[src/rtl/spi_slave_core_if.sv]
// Core-side word exchange between the SPI slave and its client logic.
// The slave modport is the SPI responder; master is the client supplying tx words.
interface spi_slave_core_if #(
    parameter int unsigned DATA_WIDTH = 8
);
    logic [DATA_WIDTH-1:0] tx_data;
    logic                  tx_valid;
    logic                  tx_ready;
    logic                  tx_underrun;
    logic [DATA_WIDTH-1:0] rx_data;
    logic                  rx_valid;
    logic                  frame_err;

    modport slave (
        input  tx_data, tx_valid,
        output tx_ready, tx_underrun, rx_data, rx_valid, frame_err
    );

    modport master (
        output tx_data, tx_valid,
        input  tx_ready, tx_underrun, rx_data, rx_valid, frame_err
    );
endinterface

[src/rtl/spi_slave_core.sv]
// Oversampling SPI slave: CPOL/CPHA modes 0-3, single/dual/quad lanes, MSB first.
// Pins are synchronized, edge-detected, then words are shifted in/out on the system clock.
module spi_slave_core #(
    parameter int unsigned           DATA_WIDTH  = 8,
    parameter logic [DATA_WIDTH-1:0] TX_IDLE     = 'hFF,
    parameter int unsigned           SYNC_STAGES = 2
) (
    input  logic            clk,
    input  logic            rst,
    input  logic            cfg_cpol,
    input  logic            cfg_cpha,
    input  logic [1:0]      cfg_lane_mode,
    input  logic            sclk,
    input  logic            cs,
    input  logic [3:0]      mosi,
    output logic [3:0]      miso,
    output logic [3:0]      miso_oe,
    output logic            busy,
    spi_slave_core_if.slave core
);
    localparam int unsigned CW = $clog2(DATA_WIDTH + 1);

    typedef enum logic [0:0] {StIdle, StActive} state_e;

    state_e                  state_q, state_d;
    logic [SYNC_STAGES-1:0]  sclk_sync, cs_sync;
    logic [3:0]              mosi_sync [SYNC_STAGES];
    logic                    sclk_prev, cs_prev;
    logic                    cpol_q, cpol_d, cpha_q, cpha_d;
    logic [1:0]              lane_q, lane_d;
    logic [CW-1:0]           cnt_q, cnt_d, cnt_inc, beats;
    logic [DATA_WIDTH-1:0]   tx_sh_q, tx_sh_d, tx_shifted;
    logic [DATA_WIDTH-1:0]   rx_sh_q, rx_sh_d, rx_shifted;
    logic [DATA_WIDTH-1:0]   rx_data_q, rx_data_d;
    logic                    pend_q, pend_d;
    logic                    tx_ready_q, tx_ready_d, under_q, under_d;
    logic                    rx_valid_q, rx_valid_d, ferr_q, ferr_d;
    logic                    do_load;

    logic       sclk_s, cs_s;
    logic [3:0] mosi_s;
    logic       sclk_rise, sclk_fall, cs_fall, cs_rise;
    logic       lead_edge, trail_edge, sample_edge, shift_edge;

    assign sclk_s    = sclk_sync[SYNC_STAGES-1];
    assign cs_s      = cs_sync[SYNC_STAGES-1];
    assign mosi_s    = mosi_sync[SYNC_STAGES-1];
    assign sclk_rise = sclk_s & ~sclk_prev;
    assign sclk_fall = ~sclk_s & sclk_prev;
    assign cs_fall   = ~cs_s & cs_prev;
    assign cs_rise   = cs_s & ~cs_prev;

    assign lead_edge   = cpol_q ? sclk_fall : sclk_rise;
    assign trail_edge  = cpol_q ? sclk_rise : sclk_fall;
    assign sample_edge = cpha_q ? trail_edge : lead_edge;
    assign shift_edge  = cpha_q ? lead_edge : trail_edge;
    assign cnt_inc     = cnt_q + CW'(1);

    // Lane-dependent datapath views; lane mode 11 falls back to single.
    always_comb begin
        case (lane_q)
            2'b01: begin
                beats      = CW'(DATA_WIDTH / 2);
                tx_shifted = tx_sh_q << 2;
                rx_shifted = {rx_sh_q[DATA_WIDTH-3:0], mosi_s[1:0]};
            end
            2'b10: begin
                beats      = CW'(DATA_WIDTH / 4);
                tx_shifted = tx_sh_q << 4;
                rx_shifted = {rx_sh_q[DATA_WIDTH-5:0], mosi_s[3:0]};
            end
            default: begin
                beats      = CW'(DATA_WIDTH);
                tx_shifted = tx_sh_q << 1;
                rx_shifted = {rx_sh_q[DATA_WIDTH-2:0], mosi_s[0]};
            end
        endcase
    end

    always_comb begin
        state_d    = state_q;
        cpol_d     = cpol_q;
        cpha_d     = cpha_q;
        lane_d     = lane_q;
        cnt_d      = cnt_q;
        tx_sh_d    = tx_sh_q;
        rx_sh_d    = rx_sh_q;
        rx_data_d  = rx_data_q;
        pend_d     = pend_q;
        tx_ready_d = 1'b0;
        under_d    = 1'b0;
        rx_valid_d = 1'b0;
        ferr_d     = 1'b0;
        do_load    = 1'b0;
        unique case (state_q)
            StIdle: begin
                if (cs_fall) begin
                    state_d = StActive;
                    cpol_d  = cfg_cpol;
                    cpha_d  = cfg_cpha;
                    lane_d  = cfg_lane_mode;
                    cnt_d   = '0;
                    rx_sh_d = '0;
                    tx_sh_d = '0;
                    // CPHA=0 must present the first beat before the first sclk edge.
                    do_load = ~cfg_cpha;
                    pend_d  = cfg_cpha;
                end
            end
            StActive: begin
                if (sample_edge) begin
                    rx_sh_d = rx_shifted;
                    if (cnt_inc == beats) begin
                        cnt_d      = '0;
                        rx_data_d  = rx_shifted;
                        rx_valid_d = 1'b1;
                        pend_d     = 1'b1;
                    end else begin
                        cnt_d = cnt_inc;
                    end
                end else if (shift_edge) begin
                    if (pend_q) begin
                        do_load = 1'b1;
                        pend_d  = 1'b0;
                    end else begin
                        tx_sh_d = tx_shifted;
                    end
                end
                // A sample completing the word in this same cycle leaves cnt_d at zero.
                if (cs_rise) begin
                    state_d = StIdle;
                    ferr_d  = (cnt_d != '0);
                    cnt_d   = '0;
                end
            end
            default: state_d = StIdle;
        endcase
        if (do_load) begin
            if (core.tx_valid) begin
                tx_sh_d    = core.tx_data;
                tx_ready_d = 1'b1;
            end else begin
                tx_sh_d = TX_IDLE;
                under_d = 1'b1;
            end
        end
    end

    always_ff @(posedge clk) begin
        if (rst) begin
            sclk_sync  <= '0;
            cs_sync    <= '1;
            for (int i = 0; i < SYNC_STAGES; i++) mosi_sync[i] <= '0;
            sclk_prev  <= 1'b0;
            cs_prev    <= 1'b1;
            state_q    <= StIdle;
            cpol_q     <= 1'b0;
            cpha_q     <= 1'b0;
            lane_q     <= 2'b00;
            cnt_q      <= '0;
            tx_sh_q    <= '0;
            rx_sh_q    <= '0;
            rx_data_q  <= '0;
            pend_q     <= 1'b0;
            tx_ready_q <= 1'b0;
            under_q    <= 1'b0;
            rx_valid_q <= 1'b0;
            ferr_q     <= 1'b0;
        end else begin
            sclk_sync  <= {sclk_sync[SYNC_STAGES-2:0], sclk};
            cs_sync    <= {cs_sync[SYNC_STAGES-2:0], cs};
            mosi_sync[0] <= mosi;
            for (int i = 1; i < SYNC_STAGES; i++) mosi_sync[i] <= mosi_sync[i-1];
            sclk_prev  <= sclk_s;
            cs_prev    <= cs_s;
            state_q    <= state_d;
            cpol_q     <= cpol_d;
            cpha_q     <= cpha_d;
            lane_q     <= lane_d;
            cnt_q      <= cnt_d;
            tx_sh_q    <= tx_sh_d;
            rx_sh_q    <= rx_sh_d;
            rx_data_q  <= rx_data_d;
            pend_q     <= pend_d;
            tx_ready_q <= tx_ready_d;
            under_q    <= under_d;
            rx_valid_q <= rx_valid_d;
            ferr_q     <= ferr_d;
        end
    end

    always_comb begin
        miso    = 4'b0000;
        miso_oe = 4'b0000;
        if (state_q == StActive) begin
            case (lane_q)
                2'b01: begin
                    miso[1:0] = tx_sh_q[DATA_WIDTH-1 -: 2];
                    miso_oe   = 4'b0011;
                end
                2'b10: begin
                    miso    = tx_sh_q[DATA_WIDTH-1 -: 4];
                    miso_oe = 4'b1111;
                end
                default: begin
                    miso[0] = tx_sh_q[DATA_WIDTH-1];
                    miso_oe = 4'b0001;
                end
            endcase
        end
    end

    assign busy             = (state_q == StActive);
    assign core.tx_ready    = tx_ready_q;
    assign core.tx_underrun = under_q;
    assign core.rx_data     = rx_data_q;
    assign core.rx_valid    = rx_valid_q;
    assign core.frame_err   = ferr_q;
endmodule
[src/flat_wrapper.sv]
// flat-port wrapper written by rule: the top's interface ports become plain ports
module spi_slave_core_flat 
#(
    parameter int unsigned           DATA_WIDTH  = 8,
    parameter logic [DATA_WIDTH-1:0] TX_IDLE     = 'hFF,
    parameter int unsigned           SYNC_STAGES = 2
)
  (clk, rst, cfg_cpol, cfg_cpha, cfg_lane_mode, sclk, cs, mosi, miso, miso_oe, busy, core_tx_data, core_tx_valid, core_tx_ready, core_tx_underrun, core_rx_data, core_rx_valid, core_frame_err);
  spi_slave_core_if #(.DATA_WIDTH(DATA_WIDTH)) core_i ();
  input  logic clk;
  input  logic rst;
  input  logic cfg_cpol;
  input  logic cfg_cpha;
  input  logic [1:0] cfg_lane_mode;
  input  logic sclk;
  input  logic cs;
  input  logic [3:0] mosi;
  output logic [3:0] miso;
  output logic [3:0] miso_oe;
  output logic busy;
  input wire logic [$bits(core_i.tx_data)-1:0] core_tx_data;
  input wire logic [$bits(core_i.tx_valid)-1:0] core_tx_valid;
  output wire logic [$bits(core_i.tx_ready)-1:0] core_tx_ready;
  output wire logic [$bits(core_i.tx_underrun)-1:0] core_tx_underrun;
  output wire logic [$bits(core_i.rx_data)-1:0] core_rx_data;
  output wire logic [$bits(core_i.rx_valid)-1:0] core_rx_valid;
  output wire logic [$bits(core_i.frame_err)-1:0] core_frame_err;
  assign core_i.tx_data = core_tx_data;
  assign core_i.tx_valid = core_tx_valid;
  assign core_tx_ready = core_i.tx_ready;
  assign core_tx_underrun = core_i.tx_underrun;
  assign core_rx_data = core_i.rx_data;
  assign core_rx_valid = core_i.rx_valid;
  assign core_frame_err = core_i.frame_err;
  spi_slave_core #(.DATA_WIDTH(DATA_WIDTH), .TX_IDLE(TX_IDLE), .SYNC_STAGES(SYNC_STAGES)) u_core (.clk(clk), .rst(rst), .cfg_cpol(cfg_cpol), .cfg_cpha(cfg_cpha), .cfg_lane_mode(cfg_lane_mode), .sclk(sclk), .cs(cs), .mosi(mosi), .miso(miso), .miso_oe(miso_oe), .busy(busy), .core(core_i));
endmodule
[config.mk]
export PLATFORM = sky130hd
export DESIGN_NAME = spi_slave_core_flat
export DESIGN_NICKNAME = d
export VERILOG_FILES = /design/src/rtl/spi_slave_core_if.sv /design/src/rtl/spi_slave_core.sv /design/src/flat_wrapper.sv
export SDC_FILE = /design/constraint.sdc
export NUM_CORES = 1
export LEC_CHECK = 0
export CAP_MARGIN = 30
export CELL_PAD_IN_SITES_DETAIL_PLACEMENT = 2
export CELL_PAD_IN_SITES_GLOBAL_PLACEMENT = 2
export CORE_ASPECT_RATIO = 0.75
export CORE_MARGIN = 2
export CORE_UTILIZATION = 34
export DETAILED_ROUTE_END_ITERATION = 10
export GPL_ROUTABILITY_DRIVEN = 0
export GPL_TIMING_DRIVEN = 0
export PLACE_DENSITY_LB_ADDON = 0.1
export SYNTH_ARGS = -nofsm -noshare
export SYNTH_HDL_FRONTEND = slang
export SYNTH_SLANG_ARGS = --single-unit
[constraint.sdc]
create_clock -name clk -period 5.58 [get_ports clk]
set_input_delay 1.116 -clock clk [delete_from_list [all_inputs] [get_ports clk]]
set_output_delay 1.116 -clock clk [all_outputs]
set_load 0.02 [all_outputs]
==> results of run 1 <==
report_power, final:
part | internal, mW | switching, mW | total (mW)
clock | 0.179 | 0.136 | 0.315
sequential | 0.373 | 0.00659 | 0.379
combinational | 0.0344 | 0.0474 | 0.0818
per-stage QoR:
stage,utilization [%],hold slack (ns),total power [mW],area (um2)
finish,43.77,0.4320,0.7758,3179
global route,43.77,0.4687,0.8083,3179
CTS,43.77,0.4420,0.7866,3179
detailed placement,41.89,0.4055,0.4697,3043
global placement,41.89,0.3916,0.4669,3043
floorplan,-,0.3895,0.4341,2516
per-layer routing:
metal | vias up | share of wire [%]
met5 | - | 0
met4 | 0 | 0.96
met3 | 7 | 3.3
met2 | 35 | 47
met1 | 1120 | 49
li1 | 1105 | -
placed cells by master (no fill, tap or decap), types with 11 or more instances in the layout:
cell	count
sky130_fd_sc_hd__dfxtp_1	51
sky130_fd_sc_hd__clkdlybuf4s50_1	40
sky130_fd_sc_hd__nor2_1	24
sky130_fd_sc_hd__a21oi_1	23
sky130_fd_sc_hd__nand2_1	23
sky130_fd_sc_hd__clkbuf_1	18
sky130_fd_sc_hd__nor2b_1	17
sky130_fd_sc_hd__mux2i_1	17
sky130_fd_sc_hd__nand3_1	16
sky130_fd_sc_hd__o21ai_0	12
sky130_fd_sc_hd__nand2b_1	11
layout make-up:
cell class,instances,area share [%]
Clock inverter,3,2.125
Multi-Input combinational cell,210,43.05
Timing Repair Buffer,40,12.59
Clock buffer,5,2.165
Buffer,23,3.266
Tap cell,101,3.975
Inverter,6,0.7084
Sequential cell,51,32.11
worst paths after layout:
| kind | from | endpoint | slack [ns] | depth (start not counted) |
|---|---|---|---|---|
| max | u_core.lane_q[0] | miso[0] | 1.39 | 8 |
| max reg2reg | u_core.lane_q[0] | u_core.rx_sh_q[6] | 3.07 | 9 |
| min | u_core.cs_sync[0] | u_core.cs_sync[1] | 0.43 | 1 |
| min reg2reg | u_core.cs_sync[0] | u_core.cs_sync[1] | 0.43 | 1 |
registers in the layout, summed over array words and instances, names as in the netlist:
name,cells
u_core.rx_sh_q,7
u_core.cs_prev,1
u_core.core.rx_data,8
u_core.tx_sh_q,8
u_core.cnt_q,4
u_core.cpha_q,1
u_core.pend_q,1
u_core.core.tx_underrun,1
u_core.core.tx_ready,1
u_core.cs_sync,2
u_core.cpol_q,1
u_core.core.rx_valid,1
u_core.lane_q,2
u_core.sclk_prev,1
u_core.sclk_sync,2
u_core.core.frame_err,1
u_core.busy,1
u_core.mosi_sync,8
critical path: cells and delay by family, from the launching register on:
family                     cells  cell delay, ns
AOI/OAI and AO/OA              1            0.13
adders and majority gates      1            0.28
buffers and inverters          5            1.85
DFF                            1            0.40
and+or+nand+nor                1            0.10
cell families after synthesis:
logic type | Yosys count | synth area share [%]
muxes | 18 | 7.210
AOI/OAI and AO/OA | 63 | 18.05
buffers and inverters | 29 | 5.022
and+or+nand+nor | 119 | 24.07
xor gates and xnor gates | 5 | 2.586
adders and majority gates | 5 | 2.486
DFF | 51 | 40.58
==> report_table.html, run 1 <==
<table>
<tr><th>Metric</th><th>Value</th></tr>
<tr><th colspan="2">Status</th></tr>
<tr><td>Outcome</td><td>finished, final reports clean</td></tr>
<tr><th colspan="2">Routing</th></tr>
<tr><td>Remaining routing DRC violations</td><td>0</td></tr>
<tr><td>DRC violation total after the first TritonRoute iteration</td><td>63</td></tr>
<tr><td>Total number of vias</td><td>2267</td></tr>
<tr><td>Routed wirelength normalized by instance count</td><td>17.03 um</td></tr>
<tr><td>Wire length reported by the detailed router</td><td>7.476 mm</td></tr>
<tr><td>Antenna-violating nets left</td><td>0</td></tr>
<tr><td>Via-to-Cell Ratio</td><td>5.164</td></tr>
<tr><td>Detailed-routing iteration count for the pre-antenna-repair pass</td><td>4</td></tr>
<tr><th colspan="2">Timing</th></tr>
<tr><td>Post-layout min period</td><td>4.191 ns</td></tr>
<tr><td>Max-slew headroom</td><td>49.15%</td></tr>
<tr><td>Final number of hold-violating endpoints</td><td>0</td></tr>
<tr><td>Actual transition at the worst max-transition pin</td><td>0.7628 ns</td></tr>
<tr><td>Endpoints failing setup</td><td>0</td></tr>
<tr><td>Peak clock frequency supported by timing</td><td>238.6 MHz</td></tr>
<tr><td>Total negative slack for setup checks</td><td>0 ns</td></tr>
<tr><td>Post-route setup slack</td><td>1.389 ns</td></tr>
<tr><td>Slew Viols, Final</td><td>0</td></tr>
<tr><td>Setup repair after global routing missed its margin</td><td>no</td></tr>
<tr><td>Final worst path period share</td><td>75.11%</td></tr>
<tr><td>Final setup skew</td><td>0.007156 ns</td></tr>
<tr><th colspan="2">Global routing</th></tr>
<tr><td>GRT Total Usage</td><td>19.74%</td></tr>
<tr><td>Met1 global-route usage</td><td>27.39%</td></tr>
<tr><td>First-pass GRT wire length</td><td>12.26 mm</td></tr>
<tr><td>Met2 track demand over resource in global routing</td><td>31.95%</td></tr>
<tr><td>Total global routing overflow</td><td>0</td></tr>
<tr><td>Initial antenna violation count</td><td>0</td></tr>
<tr><td>Met3 Use GR</td><td>3.206%</td></tr>
<tr><td>Most Crowded Layer GR</td><td>met2</td></tr>
<tr><td>Maximum number of pins on one net before global-route repair</td><td>17</td></tr>
<tr><td>Via count of the first global-routing pass</td><td>2387</td></tr>
<tr><th colspan="2">CTS</th></tr>
<tr><td>Root buf cell</td><td>sky130_fd_sc_hd__clkbuf_8</td></tr>
<tr><td>TritonCTS clock tree</td><td>built</td></tr>
<tr><td>Total CTS buffers</td><td>5</td></tr>
<tr><td>Clock transition time at the flip-flop clock pins of the worst setup and hold paths</td><td>0.10 ns</td></tr>
<tr><td>Number of buffers on the longest clock path</td><td>2</td></tr>
<tr><td>CTS H-tree lvls</td><td>2</td></tr>
<tr><td>Total of cells resized after clock tree synthesis</td><td>0</td></tr>
<tr><td>Number of sinks driven by the clock tree</td><td>51</td></tr>
<tr><td>Clock latency at the later pin of the worst-skew pair</td><td>0.31 ns</td></tr>
<tr><td>Number of buffers added for setup after CTS</td><td>0</td></tr>
<tr><td>CTS Hold Bufs</td><td>0</td></tr>
<tr><th colspan="2">Synth</th></tr>
<tr><td>Portion of the post-synthesis area used by sequential elements</td><td>40.58%</td></tr>
<tr><td>Cells after Synth</td><td>290</td></tr>
<tr><td>Prevailing post-synth register cell</td><td>sky130_fd_sc_hd__dfxtp_1</td></tr>
<tr><td>Synth top area share</td><td>40.58%</td></tr>
<tr><td>Ranking of synthesized cells by instance count</td><td>sky130_fd_sc_hd__dfxtp_1 (51), sky130_fd_sc_hd__nor2_1 (24), sky130_fd_sc_hd__a21oi_1 (23), sky130_fd_sc_hd__nand2_1 (23), sky130_fd_sc_hd__clkbuf_1 (18)</td></tr>
<tr><td>Share of synthesized registers carrying an async set or reset</td><td>0%</td></tr>
<tr><td>Distinct cell type count after synthesis</td><td>41</td></tr>
<tr><td>Warnings from Yosys</td><td>0</td></tr>
<tr><td>Synth area leaders</td><td>sky130_fd_sc_hd__dfxtp_1 (41%), sky130_fd_sc_hd__mux2i_1 (6.8%), sky130_fd_sc_hd__a21oi_1 (4.6%)</td></tr>
<tr><td>Area leader, netlist</td><td>sky130_fd_sc_hd__dfxtp_1</td></tr>
<tr><td>Cell area after technology mapping</td><td>2516 um2</td></tr>
<tr><td>Flops &amp; latches, synth</td><td>51</td></tr>
<tr><td>Post-synthesis net count</td><td>316</td></tr>
<tr><td>Most instantiated library cell after synthesis</td><td>sky130_fd_sc_hd__dfxtp_1</td></tr>
<tr><td>Average footprint of a synthesized cell</td><td>8.676 um2</td></tr>
<tr><td>EDFF count, synth</td><td>0</td></tr>
<tr><th colspan="2">Floorplanning</th></tr>
<tr><td>Starting Density</td><td>34.64%</td></tr>
<tr><td>Die boundary width</td><td>103.3 um</td></tr>
<tr><td>Std cell rows</td><td>27</td></tr>
<tr><td>Vertical die dimension</td><td>78.50 um</td></tr>
<tr><td>Core Region</td><td>7263 um2</td></tr>
<tr><td>Total die area</td><td>8112 um2</td></tr>
<tr><td>Top-level port count</td><td>42</td></tr>
<tr><th colspan="2">Power and ir drop</th></tr>
<tr><td>Power density over cell area</td><td>244.0 nW/um2</td></tr>
<tr><td>VDD IR-drop max</td><td>0.1071 mV</td></tr>
<tr><td>Leakage</td><td>1.095 nW</td></tr>
<tr><th colspan="2">Worst setup path</th></tr>
<tr><td>Slowest-stage cell, CP</td><td>sky130_fd_sc_hd__clkdlybuf4s50_1</td></tr>
<tr><td>Maximum fanout along the worst path</td><td>10</td></tr>
<tr><td>Critical path, cell by cell</td><td>inv_1, ha_1, clkbuf_1, clkbuf_1, clkbuf_1, a21oi_1, nor2_1, clkdlybuf4s50_1</td></tr>
<tr><td>Crit Path Class</td><td>reg2out</td></tr>
<tr><td>Largest incremental delay on the critical path</td><td>0.61 ns</td></tr>
<tr><td>Worst setup EP type</td><td>output port</td></tr>
<tr><td>Arrival time of the worst setup path</td><td>3.08 ns</td></tr>
<tr><td>Kind of start point of the critical path</td><td>register</td></tr>
<tr><td>Cell mode on critical path</td><td>sky130_fd_sc_hd__clkbuf_1</td></tr>
<tr><td>Worst endpoint required time</td><td>4.46 ns</td></tr>
<tr><th colspan="2">Cells and area</th></tr>
<tr><td>Number of nets in the final layout</td><td>363</td></tr>
<tr><td>Reg area</td><td>1021 um2</td></tr>
<tr><td>Count of antenna diodes in the layout</td><td>0</td></tr>
<tr><td>Area of the multi-input gates</td><td>1369 um2</td></tr>
<tr><td>Fill cell instance count of the final layout</td><td>812</td></tr>
<tr><td>Area delta synth-&gt;final</td><td>26.36%</td></tr>
<tr><td>Non-filler instance count after layout</td><td>439</td></tr>
<tr><td>Share of layout cells above drive strength 1</td><td>7.692%</td></tr>
<tr><th colspan="2">Placement</th></tr>
<tr><td>Half-perimeter wire length after detailed placement</td><td>5.396 mm</td></tr>
<tr><td>Port Buffers</td><td>40</td></tr>
<tr><td>Setup slack after placement</td><td>1.737 ns</td></tr>
<tr><td>Cells after DPL</td><td>431</td></tr>
<tr><th colspan="2">Worst hold path</th></tr>
<tr><td>Worst min-delay path class</td><td>reg2reg</td></tr>
<tr><th colspan="2">Flow run</th></tr>
<tr><td>Total of max-cap violations</td><td>0</td></tr>
</table>
Note: power is estimated with default switching activity, not from simulation.
==> run 2: changes to the inputs <==
--- a/config.mk
+++ b/config.mk
@@ -10,7 +10,7 @@
 export CELL_PAD_IN_SITES_GLOBAL_PLACEMENT = 2
 export CORE_ASPECT_RATIO = 0.75
 export CORE_MARGIN = 2
-export CORE_UTILIZATION = 34
+export CORE_UTILIZATION = 29
 export DETAILED_ROUTE_END_ITERATION = 10
 export GPL_ROUTABILITY_DRIVEN = 0
 export GPL_TIMING_DRIVEN = 0
==> constraint.sdc (replaced) <==
create_clock -name clk -period 3.55 [get_ports clk]
set_input_delay 0.71 -clock clk [delete_from_list [all_inputs] [get_ports clk]]
set_output_delay 0.71 -clock clk [all_outputs]
set_load 0.02 [all_outputs]
==> run 2 against run 1 <==
  * Non-clock buffer count fell by 1
  * Critical path type unchanged
  * Highest routed layer unchanged
  * Cell count rose by 1.4%
  * First-iteration DRC count fell by 21%
  * Setup slack got worse by 1.2 ns
  * Flip-flop and latch count did not move
  * Power rose by 58%
  * Largest cell class unchanged
  * Combinational power rose by 58%
  * Sequential power rose by 57%
  * Global-route usage fell by 2.7 points
  * Worst hold slack got worse by 0.017 ns
==> report_table.html, run 2 (same netlist as run 1, synthesis figures left out) <==
<table>
<tr><th>Metric</th><th>Value</th></tr>
<tr><th colspan="2">CTS</th></tr>
<tr><td>Clock latency at the later pin of the worst-skew pair</td><td>0.29 ns (was 0.31 ns)</td></tr>
<tr><td>Clock transition time at the flip-flop clock pins of the worst setup and hold paths</td><td>0.07 ns (was 0.10 ns)</td></tr>
<tr><td>Root buf cell</td><td>sky130_fd_sc_hd__clkbuf_16 (was sky130_fd_sc_hd__clkbuf_8)</td></tr>
<tr><td>CTS H-tree lvls</td><td>2 (unchanged)</td></tr>
<tr><td>TritonCTS clock tree</td><td>built (unchanged)</td></tr>
<tr><td>Number of sinks driven by the clock tree</td><td>51 (unchanged)</td></tr>
<tr><td>CTS Hold Bufs</td><td>0 (unchanged)</td></tr>
<tr><td>Number of buffers on the longest clock path</td><td>2 (unchanged)</td></tr>
<tr><td>Total CTS buffers</td><td>5 (unchanged)</td></tr>
<tr><th colspan="2">Timing</th></tr>
<tr><td>Slew Viols, Final</td><td>0 (unchanged)</td></tr>
<tr><td>Actual transition at the worst max-transition pin</td><td>0.7802 ns (was 0.7628 ns)</td></tr>
<tr><td>Final worst path period share</td><td>94.04%</td></tr>
<tr><td>Final setup skew</td><td>0.005068 ns (was 0.007156 ns)</td></tr>
<tr><td>Hold Worst Slack</td><td>0.4146 ns (was 0.4320 ns)</td></tr>
<tr><td>Max-slew headroom</td><td>47.98% (was 49.15%)</td></tr>
<tr><td>Setup repair after global routing missed its margin</td><td>no (unchanged)</td></tr>
<tr><td>Final number of hold-violating endpoints</td><td>0 (unchanged)</td></tr>
<tr><td>Total negative slack for setup checks</td><td>0 ns (unchanged)</td></tr>
<tr><td>Peak clock frequency supported by timing</td><td>299.6 MHz</td></tr>
<tr><td>Endpoints failing setup</td><td>0 (unchanged)</td></tr>
<tr><td>Post-layout min period</td><td>3.338 ns</td></tr>
<tr><th colspan="2">Power and ir drop</th></tr>
<tr><td>Pint</td><td>0.9049 mW (was 0.5863 mW)</td></tr>
<tr><td>Leakage</td><td>1.101 nW (was 1.095 nW)</td></tr>
<tr><td>Net switching power</td><td>0.3208 mW (was 0.1896 mW)</td></tr>
<tr><td>Share of power burned in the clock network</td><td>40.8% (was 40.5%)</td></tr>
<tr><td>VDD IR-drop max</td><td>0.2696 mV (was 0.1071 mV)</td></tr>
<tr><td>Power density over cell area</td><td>383.1 nW/um2 (was 244.0 nW/um2)</td></tr>
<tr><td>Switching fraction of total power</td><td>26.17% (was 24.43%)</td></tr>
<tr><td>Sequential fraction of design power</td><td>48.6% (was 48.9%)</td></tr>
<tr><td>Comb pwr share</td><td>10.5% (about the same)</td></tr>
<tr><th colspan="2">Global routing</th></tr>
<tr><td>First-pass GRT wire length</td><td>12.81 mm (was 12.26 mm)</td></tr>
<tr><td>Via count of the first global-routing pass</td><td>2418 (was 2387)</td></tr>
<tr><td>Total global routing overflow</td><td>0 (unchanged)</td></tr>
<tr><td>GRT Total Usage</td><td>17.01% (was 19.74%)</td></tr>
<tr><td>Initial antenna violation count</td><td>0 (unchanged)</td></tr>
<tr><td>Maximum number of pins on one net before global-route repair</td><td>18 (was 17)</td></tr>
<tr><th colspan="2">Worst setup path</th></tr>
<tr><td>Maximum fanout along the worst path</td><td>10 (unchanged)</td></tr>
<tr><td>Critical path, cell by cell</td><td>inv_1, ha_1, clkbuf_2, clkbuf_2, a21oi_1, nor2_1, clkdlybuf4s50_1 (was inv_1, ha_1, clkbuf_1, clkbuf_1, clkbuf_1, a21oi_1, nor2_1, clkdlybuf4s50_1)</td></tr>
<tr><td>Slowest-stage cell, CP</td><td>sky130_fd_sc_hd__clkdlybuf4s50_1 (unchanged)</td></tr>
<tr><td>Buffers and inverters on the worst path</td><td>4 (was 5)</td></tr>
<tr><td>Largest incremental delay on the critical path</td><td>0.62 ns (was 0.61 ns)</td></tr>
<tr><td>Kind of start point of the critical path</td><td>register (unchanged)</td></tr>
<tr><td>Worst setup EP type</td><td>output port (unchanged)</td></tr>
<tr><td>Crit Path Class</td><td>reg2out (unchanged)</td></tr>
<tr><td>Cell mode on critical path</td><td>sky130_fd_sc_hd__clkbuf_2 (was sky130_fd_sc_hd__clkbuf_1)</td></tr>
<tr><td>Arrival time of the worst setup path</td><td>2.63 ns (was 3.08 ns)</td></tr>
<tr><td>Worst endpoint required time</td><td>2.84 ns (was 4.46 ns)</td></tr>
<tr><td>Largest delay share family, worst path</td><td>buffers and inverters (unchanged)</td></tr>
<tr><th colspan="2">Flow run</th></tr>
<tr><td>Total of max-cap violations</td><td>0 (unchanged)</td></tr>
<tr><th colspan="2">Cells and area</th></tr>
<tr><td>Fill cell instance count of the final layout</td><td>948 (was 812)</td></tr>
<tr><td>Count of antenna diodes in the layout</td><td>0 (unchanged)</td></tr>
<tr><td>Fin util</td><td>37.84% (was 43.77%)</td></tr>
<tr><td>Most common cell after layout, fill and taps aside</td><td>sky130_fd_sc_hd__dfxtp_1 (unchanged)</td></tr>
<tr><td>Number of nets in the final layout</td><td>362 (was 363)</td></tr>
<tr><td>Most used cells in the layout excluding fill and tap cells</td><td>sky130_fd_sc_hd__dfxtp_1 (51), sky130_fd_sc_hd__clkdlybuf4s50_1 (40), sky130_fd_sc_hd__nor2_1 (24) (unchanged)</td></tr>
<tr><td>Non-filler instance count after layout</td><td>445 (was 439)</td></tr>
<tr><td>Area delta synth-&gt;final</td><td>27.15% (was 26.36%)</td></tr>
<tr><td>Area of all placed cells without fillers</td><td>3199 um2 (was 3179 um2)</td></tr>
<tr><td>Share of layout cells above drive strength 1</td><td>8.309% (was 7.692%)</td></tr>
<tr><th colspan="2">Floorplanning</th></tr>
<tr><td>Starting Density</td><td>29.76% (was 34.64%)</td></tr>
<tr><td>Vertical die dimension</td><td>84.67 um (was 78.50 um)</td></tr>
<tr><td>Top-level port count</td><td>42 (unchanged)</td></tr>
<tr><td>Total die area</td><td>9445 um2 (was 8112 um2)</td></tr>
<tr><td>Std cell rows</td><td>29 (was 27)</td></tr>
<tr><td>Core Region</td><td>8454 um2 (was 7263 um2)</td></tr>
<tr><td>Die boundary width</td><td>111.6 um (was 103.3 um)</td></tr>
<tr><th colspan="2">Status</th></tr>
<tr><td>Outcome</td><td>finished, final reports clean (unchanged)</td></tr>
<tr><th colspan="2">Routing</th></tr>
<tr><td>DRC violation total after the first TritonRoute iteration</td><td>50 (was 63)</td></tr>
<tr><td>Routed wirelength normalized by instance count</td><td>16.99 um (was 17.03 um)</td></tr>
<tr><td>Antenna-violating nets left</td><td>0 (unchanged)</td></tr>
<tr><td>Total number of vias</td><td>2243 (was 2267)</td></tr>
<tr><td>Remaining routing DRC violations</td><td>0 (unchanged)</td></tr>
<tr><td>Detailed-routing iteration count for the pre-antenna-repair pass</td><td>4 (unchanged)</td></tr>
<tr><td>Wire length reported by the detailed router</td><td>7.562 mm (was 7.476 mm)</td></tr>
<tr><td>Via-to-Cell Ratio</td><td>5.040 (was 5.164)</td></tr>
<tr><th colspan="2">Placement</th></tr>
<tr><td>Port Buffers</td><td>40 (unchanged)</td></tr>
<tr><td>Cells after DPL</td><td>438 (was 431)</td></tr>
<tr><td>Half-perimeter wire length after detailed placement</td><td>5.618 mm (was 5.396 mm)</td></tr>
<tr><td>DP Area</td><td>3052 um2 (was 3043 um2)</td></tr>
<tr><th colspan="2">Worst hold path</th></tr>
<tr><td>Worst min-delay path class</td><td>reg2reg (unchanged)</td></tr>
</table>
## run 2: changes by cell type in the layout (fill, tap and decap cells not counted)
cell | before | now
sky130_fd_sc_hd__inv_6 | 0 | 1
sky130_fd_sc_hd__bufinv_16 | 2 | 0
sky130_fd_sc_hd__clkbuf_1 | 18 | 15
sky130_fd_sc_hd__clkbuf_16 | 0 | 5
sky130_fd_sc_hd__clkinvlp_4 | 1 | 2
sky130_fd_sc_hd__clkbuf_2 | 0 | 2
sky130_fd_sc_hd__clkbuf_8 | 5 | 0
## run 2: timing repair
action,in CTS,in global routing
gates resized for setup,2,0
buffers inserted,0,0
setup endpoints to repair,3,1
pin swaps,0,0
## run 2: path summary, 6_finish.rpt
path	startpoint	to	slack, ns	cells past startpoint
max	u_core.lane_q[0]	miso[0]	0.21	7
min	u_core.cs_sync[0]	u_core.cs_sync[1]	0.41	1
max reg2reg	u_core.busy	u_core.tx_sh_q[3]	1.24	8
min reg2reg	u_core.cs_sync[0]	u_core.cs_sync[1]	0.41	1
## run 2: power by group through the flow
stage	clock, mW	combinational [mW]	sequential [mW]
finish	0.501	0.129	0.596
global route	0.542	0.144	0.598
CTS	0.518	0.132	0.596
detailed placement	0	0.131	0.610
global placement	0	0.127	0.609
floorplan	0	0.0753	0.607
## run 2: stage by stage
stage / total power [mW] / worst slack (ns)
floorplan: 0.6823 / 0.9864
global placement: 0.7364 / 0.1222
detailed placement: 0.7408 / 0.05461
CTS: 1.247 / 0.02758
global route: 1.284 / 0.01921
finish: 1.226 / 0.2117
## run 2: per-layer routing
layer / track usage, % / routed length, um
met1: 23.17 / 3763
met4: 3.255 / 66
met2: 28.10 / 3446
met3: 3.755 / 285
met5: 0 / 0
## run 2: area by class of cell
type                    count  area [um2]  share of cell area [%]
multi-input cells         210        1369                   42.78
repair buffers             40       400.4                   12.51
clock inverters             3       23.77                  0.7431
flip-flops and latches     51        1021                   31.91
inverters                   6       22.52                  0.7039
well taps                 108       135.1                   4.224
plain buffers              22       102.6                   3.207
clock buffers               5       125.1                   3.911
